## src/rtl/lego_pkg.sv

```systemverilog
// -----------------------------------------------------------------------------
// lego_pkg
//   Shared constants and types for the LEGv8 fetch front end.
//   INSTR_W       : instruction word width.
//   PC_STEP       : byte distance between sequential instructions.
//   PC_W          : default PC width of the core.
//   fetch_entry_t : one fetched {pc, instr} pair at the default PC width.
// -----------------------------------------------------------------------------
package lego_pkg;

  localparam int INSTR_W = 32;
  localparam int PC_STEP = 4;
  localparam int PC_W    = 64;

  typedef struct packed {
    logic [PC_W-1:0]    pc;
    logic [INSTR_W-1:0] instr;
  } fetch_entry_t;

endpackage : lego_pkg

```

## src/rtl/sync_fifo.sv

```systemverilog
// -----------------------------------------------------------------------------
// sync_fifo
//   Small synchronous FIFO with flush and an occupancy counter. The head entry
//   is read combinationally from the read pointer. Storage is cleared by the
//   asynchronous reset so the head reads as zero straight out of reset.
//   Ports:
//     clk      : rising-edge clock
//     rst_n    : asynchronous active-low reset
//     flush_i  : drop every entry; overrides push and pop
//     push_i   : write wdata_i (accepted when not full, or when popping)
//     pop_i    : advance the head (ignored while empty)
//     wdata_i  : entry to write
//     rdata_o  : current head entry
//     count_o  : number of valid entries
//     full_o   : count_o == DEPTH
//     empty_o  : count_o == 0
//   DEPTH must be a power of two and at least 2 so pointers wrap naturally.
// -----------------------------------------------------------------------------
module sync_fifo #(
  parameter int WIDTH = 8,
  parameter int DEPTH = 2
) (
  input  logic                     clk,
  input  logic                     rst_n,
  input  logic                     flush_i,
  input  logic                     push_i,
  input  logic                     pop_i,
  input  logic [WIDTH-1:0]         wdata_i,
  output logic [WIDTH-1:0]         rdata_o,
  output logic [$clog2(DEPTH):0]   count_o,
  output logic                     full_o,
  output logic                     empty_o
);

  localparam int PTR_W = $clog2(DEPTH);
  localparam int CNT_W = PTR_W + 1;

  logic [WIDTH-1:0] mem_q [DEPTH];
  logic [PTR_W-1:0] rd_ptr_q, rd_ptr_d;
  logic [PTR_W-1:0] wr_ptr_q, wr_ptr_d;
  logic [CNT_W-1:0] count_q, count_d;
  logic             do_push_s;
  logic             do_pop_s;

  assign empty_o = (count_q == {CNT_W{1'b0}});
  assign full_o  = (count_q == CNT_W'(DEPTH));
  assign count_o = count_q;
  assign rdata_o = mem_q[rd_ptr_q];

  // A pop on an empty FIFO is dropped; a push into a full FIFO only lands
  // when the head leaves in the same cycle (it reuses the freed slot).
  assign do_pop_s  = pop_i & ~empty_o & ~flush_i;
  assign do_push_s = push_i & (~full_o | do_pop_s) & ~flush_i;

  // Next-state for pointers and occupancy.
  always_comb begin
    rd_ptr_d = rd_ptr_q;
    wr_ptr_d = wr_ptr_q;
    count_d  = count_q;
    if (flush_i) begin
      rd_ptr_d = {PTR_W{1'b0}};
      wr_ptr_d = {PTR_W{1'b0}};
      count_d  = {CNT_W{1'b0}};
    end else begin
      if (do_push_s) begin
        wr_ptr_d = wr_ptr_q + PTR_W'(1);
      end else begin
        wr_ptr_d = wr_ptr_q;
      end
      if (do_pop_s) begin
        rd_ptr_d = rd_ptr_q + PTR_W'(1);
      end else begin
        rd_ptr_d = rd_ptr_q;
      end
      case ({do_push_s, do_pop_s})
        2'b10:   count_d = count_q + CNT_W'(1);
        2'b01:   count_d = count_q - CNT_W'(1);
        default: count_d = count_q;
      endcase
    end
  end

  // Pointer and occupancy registers.
  always_ff @(posedge clk or negedge rst_n) begin
    if (!rst_n) begin
      rd_ptr_q <= {PTR_W{1'b0}};
      wr_ptr_q <= {PTR_W{1'b0}};
      count_q  <= {CNT_W{1'b0}};
    end else begin
      rd_ptr_q <= rd_ptr_d;
      wr_ptr_q <= wr_ptr_d;
      count_q  <= count_d;
    end
  end

  // Entry storage; written only on an accepted push.
  always_ff @(posedge clk or negedge rst_n) begin
    if (!rst_n) begin
      for (int i = 0; i < DEPTH; i++) begin
        mem_q[i] <= {WIDTH{1'b0}};
      end
    end else if (do_push_s) begin
      mem_q[wr_ptr_q] <= wdata_i;
    end
  end

endmodule : sync_fifo

```

## src/rtl/fetch_queue_unit.sv

```systemverilog
// -----------------------------------------------------------------------------
// fetch_queue_unit
//   Instruction-fetch stage of the pipelined LEGv8 core. Owns the PC, drives
//   the instruction memory address, and queues fetched {pc, instr} pairs so
//   decode can stall without losing words. A taken branch flushes the queue
//   and reloads the PC with the word-aligned target.
//   Ports:
//     clk         : rising-edge clock
//     reset       : asynchronous active-low reset
//     im_addr     : instruction memory byte address (the PC)
//     im_data     : instruction word for im_addr (combinational memory)
//     redirect    : taken branch; flush and reload the PC
//     redirect_pc : branch target, low two bits ignored
//     out_valid   : queue head holds an instruction
//     out_instr   : head instruction
//     out_pc      : PC of the head instruction
//     out_ready   : IF/ID takes the head this cycle
//     occupancy   : number of queued entries
// -----------------------------------------------------------------------------
module fetch_queue_unit
  import lego_pkg::*;
#(
  parameter int           N        = 64,
  parameter int           DEPTH    = 2,
  parameter logic [N-1:0] RESET_PC = {N{1'b0}}
) (
  input  logic                   clk,
  input  logic                   reset,
  output logic [N-1:0]           im_addr,
  input  logic [INSTR_W-1:0]     im_data,
  input  logic                   redirect,
  input  logic [N-1:0]           redirect_pc,
  output logic                   out_valid,
  output logic [INSTR_W-1:0]     out_instr,
  output logic [N-1:0]           out_pc,
  input  logic                   out_ready,
  output logic [$clog2(DEPTH):0] occupancy
);

  localparam int ENT_W = N + INSTR_W;

  logic [N-1:0]     pc_q, pc_d;
  logic             pop_s;
  logic             push_s;
  logic             full_s;
  logic             empty_s;
  logic [ENT_W-1:0] wr_entry_s;
  logic [ENT_W-1:0] head_s;
  logic             unused_s;

  // The low target bits are architecturally zero for aligned instructions.
  assign unused_s = ^redirect_pc[1:0];

  assign im_addr   = pc_q;
  assign out_valid = ~empty_s;
  assign pop_s     = out_valid & out_ready;
  // Fetch whenever there is room, including the slot freed by this cycle's
  // pop; a redirect suppresses the fetch since the current PC is stale.
  assign push_s    = ~redirect & (~full_s | pop_s);

  assign wr_entry_s = {pc_q, im_data};
  assign out_pc     = head_s[ENT_W-1:INSTR_W];
  assign out_instr  = head_s[INSTR_W-1:0];

  // PC next-state: branch target wins, otherwise advance only on a fetch.
  always_comb begin
    pc_d = pc_q;
    if (redirect) begin
      pc_d = {redirect_pc[N-1:2], 2'b00};
    end else if (push_s) begin
      pc_d = pc_q + N'(PC_STEP);
    end else begin
      pc_d = pc_q;
    end
  end

  // PC register.
  always_ff @(posedge clk or negedge reset) begin
    if (!reset) begin
      pc_q <= RESET_PC;
    end else begin
      pc_q <= pc_d;
    end
  end

  sync_fifo #(
    .WIDTH (ENT_W),
    .DEPTH (DEPTH)
  ) u_fifo (
    .clk     (clk),
    .rst_n   (reset),
    .flush_i (redirect),
    .push_i  (push_s),
    .pop_i   (pop_s),
    .wdata_i (wr_entry_s),
    .rdata_o (head_s),
    .count_o (occupancy),
    .full_o  (full_s),
    .empty_o (empty_s)
  );

endmodule : fetch_queue_unit

```

## config.mk

```make
export PLATFORM = sky130hd
export DESIGN_NAME = fetch_queue_unit
export DESIGN_NICKNAME = d
export VERILOG_FILES = /design/src/rtl/lego_pkg.sv /design/src/rtl/sync_fifo.sv /design/src/rtl/fetch_queue_unit.sv
export SDC_FILE = /design/constraint.sdc
export NUM_CORES = 1
export LEC_CHECK = 0
export CORE_MARGIN = 4
export CORE_UTILIZATION = 46
export DETAILED_ROUTE_END_ITERATION = 10
export PLACE_DENSITY = 0.73
export SETUP_SLACK_MARGIN = 0.02
export SKIP_CTS_REPAIR_TIMING = 1
export SLEW_MARGIN = 20
export SYNTH_ARGS = -nofsm -noshare
export SYNTH_HDL_FRONTEND = slang
export SYNTH_SLANG_ARGS = --single-unit
```

## constraint.sdc

```tcl
create_clock -name clk -period 2.35 [get_ports clk]
set_clock_uncertainty 0.1 [all_clocks]
set_input_delay 0.5875 -clock clk [delete_from_list [all_inputs] [get_ports clk]]
set_output_delay 0.5875 -clock clk [all_outputs]
set_load 0.02 [all_outputs]
```

# ---- Yosys cells after proc, flatten, opt, wreduce, memory -nomap -nowiden
# Index checks and enable logic that the tools add are counted.
dict set report word_totals {
  regBits 260
  word_cells 50
}
dict set report classes {
  add_sub_neg 5
  order_cmp 3
  eq_ne 3
  n_mux 14
  n_bitwise 13
  reduce_logical 6
}
# op count
set op_table {}
lappend op_table {{two-way mux 96 bit} 4}
lappend op_table {{bitwise mux 192 bit} 1}
lappend op_table {{two-way mux 64 bit} 2}
lappend op_table {{demux 96 bit (select 1 bit)} 1}
lappend op_table {{adder 64 x 3 -> 64 bit, second input constant} 1}
lappend op_table {{bitwise AND 1 bit} 6}
lappend op_table {{nonzero test 2 bit} 3}
lappend op_table {{equality test 2 bit, second input constant} 2}
lappend op_table {{greater-or-equal comparator 2 bit, second input constant} 2}
lappend op_table {{two-way mux 1 bit} 4}
lappend op_table {{inverter 1 -> 2 bit} 2}
lappend op_table {{case mux 2 bit (2 select lines)} 1}
lappend op_table {{inverter 1 bit} 3}
lappend op_table {{nonzero test 3 bit} 1}
lappend op_table {{adder 1 bit, second input constant} 2}
lappend op_table {{adder 2 x 1 -> 2 bit, second input constant} 1}
lappend op_table {{equality test 2 x 1 -> 1 bit, second input constant} 1}
lappend op_table {{logical NOT 2 bit} 1}
lappend op_table {{< comparator 2 x 1 -> 1 bit, second input constant} 1}
lappend op_table {{two-way mux 2 bit} 1}
lappend op_table {{bitwise OR 1 bit} 2}
lappend op_table {{subtractor 2 x 1 -> 2 bit, second input constant} 1}
lappend op_table {{logical AND 1 bit} 1}

# ---- Logic depth before layout (Yosys ltp)
# Gate-level depths: netlist (run 1).
dict set report logic_depth {
  word_depth 11
  depth_mapped 10
  ltp_nobuf 7
}

# ---- By module
# A second synthesis (run 1) with hierarchy kept.
dict set report hier_totals {
  hier_cells 982
  area_unflattened_um2 12381.9
}
# mod instances cells_per_inst area_per_inst_um2 seq_area_each_um2
set modules_own_cells {}
lappend modules_own_cells {sync_fifo 1 540 8575.7 4904.7}
lappend modules_own_cells {fetch_queue_unit 1 442 3806.2 1551.5}

# ---- Worst setup path after synthesis (run 1)
# OpenSTA, ideal clock, no wires.
dict set report synth_path {
  path_kind {reg2reg}
  startpoint {register u_fifo.count_q[0] (netlist: u_fifo.count_o[0])}
  endpoint {register u_fifo.mem_q[0] (netlist name)}
  setup_time_ps 125
  arrival_ps 2534
  setup_slack_ps -409
  path_stages_with_launch 11
  path_buffers 4
  cell_sequence {dfrtp_1 -> inv_1 -> ha_1 -> nand2b_1 -> clkbuf_1 -> nand2_1 -> and3_1 -> clkbuf_1 -> clkbuf_1 -> clkbuf_1 -> mux2_2}
}
dict set report synth_via {
  elab_chain_len 8
  word_cells_on_any_way 12
  classes_between {eq/ne: 1; bitwise: 10; reduce/logical: 1}
}
# item line_no
set synth_rtl {}
lappend synth_rtl {{start: declaration} sync_fifo.sv:41} ;# logic [CNT_W-1:0] count_q, count_d;
lappend synth_rtl {{start signal: assignment} sync_fifo.sv:88} ;# count_q <= {CNT_W{1'b0}};
lappend synth_rtl {{start signal: assignment} sync_fifo.sv:92} ;# count_q <= count_d;
lappend synth_rtl {{logical NOT 2 bit} sync_fifo.sv:45} ;# assign empty_o = (count_q == {CNT_W{1'b0}});
lappend synth_rtl {{inverter 1 bit} {sync_fifo.sv:52, fetch_queue_unit.sv:55}}
lappend synth_rtl {{bitwise AND 1 bit} fetch_queue_unit.sv:56} ;# assign pop_s = out_valid & out_ready;
lappend synth_rtl {{bitwise AND 1 bit (2 in series)} sync_fifo.sv:52} ;# assign do_pop_s = pop_i & ~empty_o & ~flush_i;
lappend synth_rtl {{bitwise OR 1 bit} sync_fifo.sv:53} ;# assign do_push_s = push_i & (~full_o | do_pop_s) & ~flush_i;
lappend synth_rtl {{bitwise AND 1 bit * (2 in series)} sync_fifo.sv:53}
lappend synth_rtl {{end signal: indexed assignment} sync_fifo.sv:100} ;# mem_q[i] <= {WIDTH{1'b0}};
lappend synth_rtl {{end signal: indexed assignment} sync_fifo.sv:103} ;# mem_q[wr_ptr_q] <= wdata_i;
lappend synth_rtl {{end: declaration} sync_fifo.sv:38} ;# logic [WIDTH-1:0] mem_q [DEPTH];
# Mark *: on every way between the ends. The rest lies on a longest branch, timed or not.
# A chain may end at the register's enable or synchronous reset.

# ---- Final worst setup path (run 1)
dict set report layout_path {
  startpoint {register u_fifo.rd_ptr_q}
  endpoint {output out_pc[24]}
}
dict set report layout_via {
  elab_chain_len 4
}
# item line_no
set layout_rtl {}
lappend layout_rtl {{start: declaration} sync_fifo.sv:39} ;# logic [PTR_W-1:0] rd_ptr_q, rd_ptr_d;
lappend layout_rtl {{start signal: assignment} sync_fifo.sv:86} ;# rd_ptr_q <= {PTR_W{1'b0}};
lappend layout_rtl {{start signal: assignment} sync_fifo.sv:90} ;# rd_ptr_q <= rd_ptr_d;
lappend layout_rtl {{inverter 1 -> 2 bit (not written as such)} sync_fifo.sv:48} ;# assign rdata_o = mem_q[rd_ptr_q];
lappend layout_rtl {{two-way mux 96 bit (not written as such) (3 in series)} sync_fifo.sv:48}
lappend layout_rtl {{end: declaration} fetch_queue_unit.sv:35} ;# output logic [N-1:0] out_pc,
# Every way passes these cells. The select of a mux whose other input is x is not followed.

==> flow_metrics.env, run 1 <==
export IMPL_wl_per_cell_um=19.7
export IMPL_violations="setup timing"
export IMPL_cellPowerDensity_mw_per_mm2=1220
export IMPL_drive_gt1_share_pct=42.9
export IMPL_hpwl_um=22400
export IMPL_io_pins=263
export IMPL_grt_max_degree=94
export IMPL_avgSynthCellArea_um2=12.4
export IMPL_p_leak_nw=7.64
export IMPL_cts_sinks=254
export IMPL_yosys_most_used_dff="dfrtp_1"
export IMPL_crit_required_ns=1.66
export IMPL_grt_pass1_vias=9402
export IMPL_synth_top_cell_by_area="dfrtp_1"
export IMPL_fin_ws_ns=-0.181
export IMPL_outcome="complete, but fails checks"
export IMPL_period_share_pct=108
export IMPL_fin_crit_ns=2.53
export IMPL_die_area_mm2=0.0288
export IMPL_worst_ep_arrival_time_ns=1.84
export IMPL_maxCapViolations=0
export IMPL_setup_violations=96
export IMPL_tns_ns=-13.18
export IMPL_cp_end_kind="primary output"
export IMPL_synth_cell_type_count=48
export IMPL_dieWidth_um=170
export IMPL_synth_edf_count=0
export IMPL_antenna_found_initial=3
export IMPL_layout_nets=1409
export IMPL_clock_latency_ns=0.54
export IMPL_firstDrtPassIters=4
export IMPL_initial_utilization_pct=47.3
export IMPL_root_buffer="clkbuf_16"
export IMPL_track_usage_pct=21.7
export IMPL_placed_cell_area_mm2=0.0157
export IMPL_synthToLayoutAreaGrowth_pct=39.8
export IMPL_hp_class="in -> reg"
export IMPL_seq_area_frac_synth_pct=52.9
export IMPL_rsz0062_at_grt="true"
export IMPL_critPathCapture="out_pc[24]"
export IMPL_route_met2_wl_um=15600
export IMPL_r2r_start="im_addr[17]"
export IMPL_ys_warn_count=0
export IMPL_r2r_cells=5
export IMPL_htree_levels=1
export IMPL_irDropWorstVdd_mv=0.847
export IMPL_async_flop_share_pct=100
export IMPL_core_rowCount=58
export IMPL_ant_nets=0
export IMPL_finalHoldViolCount=0
export IMPL_cts_made_buffers=28
export IMPL_met3_length_um=2070
export IMPL_crit_type="reg -> out"
export IMPL_clkSlewWorstSetupHoldPaths_ns=0.06
export IMPL_portBuffers=256
export IMPL_tritoncts="built"
export IMPL_cp_start_kind="flip-flop"
export IMPL_dieHeight_um=170
export IMPL_fp_coreArea_mm2=0.0254
export IMPL_yosys_area_top_type_share_pct=52.9
export IMPL_synth_area_leaders="dfrtp_1 53%, mux2_2 27%, o21ai_0 2.1%"
export IMPL_synth_common_cells="283 x mux2_2, 254 x dfrtp_1, 60 x nand2_1"
export IMPL_m1WireLength_um=14200
export IMPL_dr_max_layer_used="met5"
export IMPL_overflow=0
export IMPL_clockBufferDepth=3
export IMPL_cp_startpoint="u_fifo.rd_ptr_q"
export IMPL_grt_pass1_wl_um=51300
export IMPL_wl_um=32700
export IMPL_synthesis_area_mm2=0.0120
export IMPL_num_vias=9004
export IMPL_stdcell_area_mm2=0.0168
export IMPL_post_synth_top_count_cell="mux2_2"
export IMPL_place_gp_congestion=0.832
export IMPL_drcViolationCount=0
export IMPL_rr_endpoint="im_addr[53]"
export IMPL_drt_iter0_drc=630
export IMPL_max_freq_ghz=0.395
export IMPL_viasPerCell=5.42
export IMPL_syn_inst=967
export IMPL_reg2reg_slack_ns=-0.01
export IMPL_synth_ff_latch_count=254
export IMPL_path_max_fanout=10
export IMPL_finalMaxSlewViolations=0
## state kept, by name, indices dropped and copies added (netlist names)
name and count:
im_addr 62, u_fifo.rd_ptr_q 1, u_fifo.wr_ptr_q 1, u_fifo.mem_q 188
u_fifo.count_o 2
## through the flow
step | instances | power (mW) | setup slack (ns) | util (%) | hold WS (ns)
floorplan | 970 | 12.4 | -0.184 | - | 0.192
global placement | 1584 | 16.3 | -0.445 | 61.7 | 0.383
detailed placement | 1584 | 16.5 | -0.584 | 61.7 | 0.391
CTS | 1636 | 21.1 | -0.586 | 65.4 | -0.126
global route | 1660 | 21.5 | -0.229 | 66.1 | 0.337
finish | 1660 | 20.4 | -0.181 | 66.1 | 0.336
## kinds of logic (layout without fill, tap and decap cells)
family	Yosys count	in the layout	synth area share, %
xor gates and xnor gates	45	45	3.28
buffers and inverters	75	433	2.83
AOI/OAI and AO/OA	86	86	4.23
and+or+nand+nor	217	217	9.61
adders and majority gates	3	3	0.313
muxes	286	286	26.8
other	1	6	0.0312
DFF	254	254	52.9
## routing by layer
| metal | up-vias | track usage, % |
|---|---|---|
| met5 | - | 0 |
| met2 | 272 | 34.9 |
| met3 | 55 | 4.80 |
| li1 | 4163 | - |
| met4 | 2 | 5.64 |
| met1 | 4512 | 30.2 |
## worst min path at each step
stage	start	slack, ns	end	cells after the start
4_1_cts	reset	-0.13	u_fifo.mem_q[70]	1
6_report	redirect	0.34	im_addr[55]	2
2_1_floorplan	reset	0.19	im_addr[10]	0
5_1_grt	redirect	0.34	im_addr[55]	2
3_5_place_dp	u_fifo.mem_q[69]	0.39	u_fifo.mem_q[69]	1
3_3_place_gp	u_fifo.mem_q[10]	0.38	u_fifo.mem_q[10]	1
## critical path, cell delays in order, from the launching register on
cell	delay [ns]
dfrtp_4	0.47
buf_6	0.16
buf_12	0.15
mux2_2	0.35
clkbuf_2	0.16
## area by class of cell
class / count / area (um^2)
flip-flops and latches: 254 / 6380
multi-input cells: 641 / 5440
clock inverters: 6 / 80.1
inverters: 8 / 30.0
repair buffers: 373 / 3560
fillers: 1938 / 8610
clock buffers: 46 / 880
diodes: 2 / 5.00
well taps: 330 / 413
## layout by cell type, fill, tap and decap left out, types with 3 or more instances in the layout
master             n
mux2_2           281
dfrtp_1          236
buf_4            107
clkdlybuf4s50_1   98
dlymetal6s2s_1    72
nand2_1           60
o21ai_0           51
clkbuf_2          35
nand4_1           31
clkbuf_16         31
nand3_1           30
xor2_1            28
nor2_1            25
buf_2             24
xnor2_1           17
buf_6             17
dfrtp_2           17
buf_12            15
a31oi_1           13
clkbuf_8           9
and3_1             8
nor3_1             8
or3_1              8
clkbuf_1           8
or4_1              7
nor4_1             7
inv_1              6
o31ai_1            6
and2_1             5
nor2b_1            5
and4_1             4
conb_1             4
clkinv_2           4
and3_2             3
mux2i_1            3
## where the power goes
| part | internal (mW) | switching [mW] | leakage (nW) | total, mW |
|---|---|---|---|---|
| logic | 4.60 | 4.23 | 4.18 | 8.83 |
| registers | 6.13 | 0.949 | 2.98 | 7.08 |
| clock network | 2.76 | 1.74 | 0.475 | 4.49 |
Power figures use the tool's default switching activity.
==> inputs of run 2 (changes only) <==
SLEW_MARGIN = default   (was 20)
==> results of run 2 <==
Same layout as run 1: the final DEF is identical, and so are final timing and power.
==> inputs of run 3 (changes only) <==
SLEW_MARGIN = 20   (was default)
==> results of run 3 <==
Same layout as run 1: the final DEF is identical, and so are final timing and power.
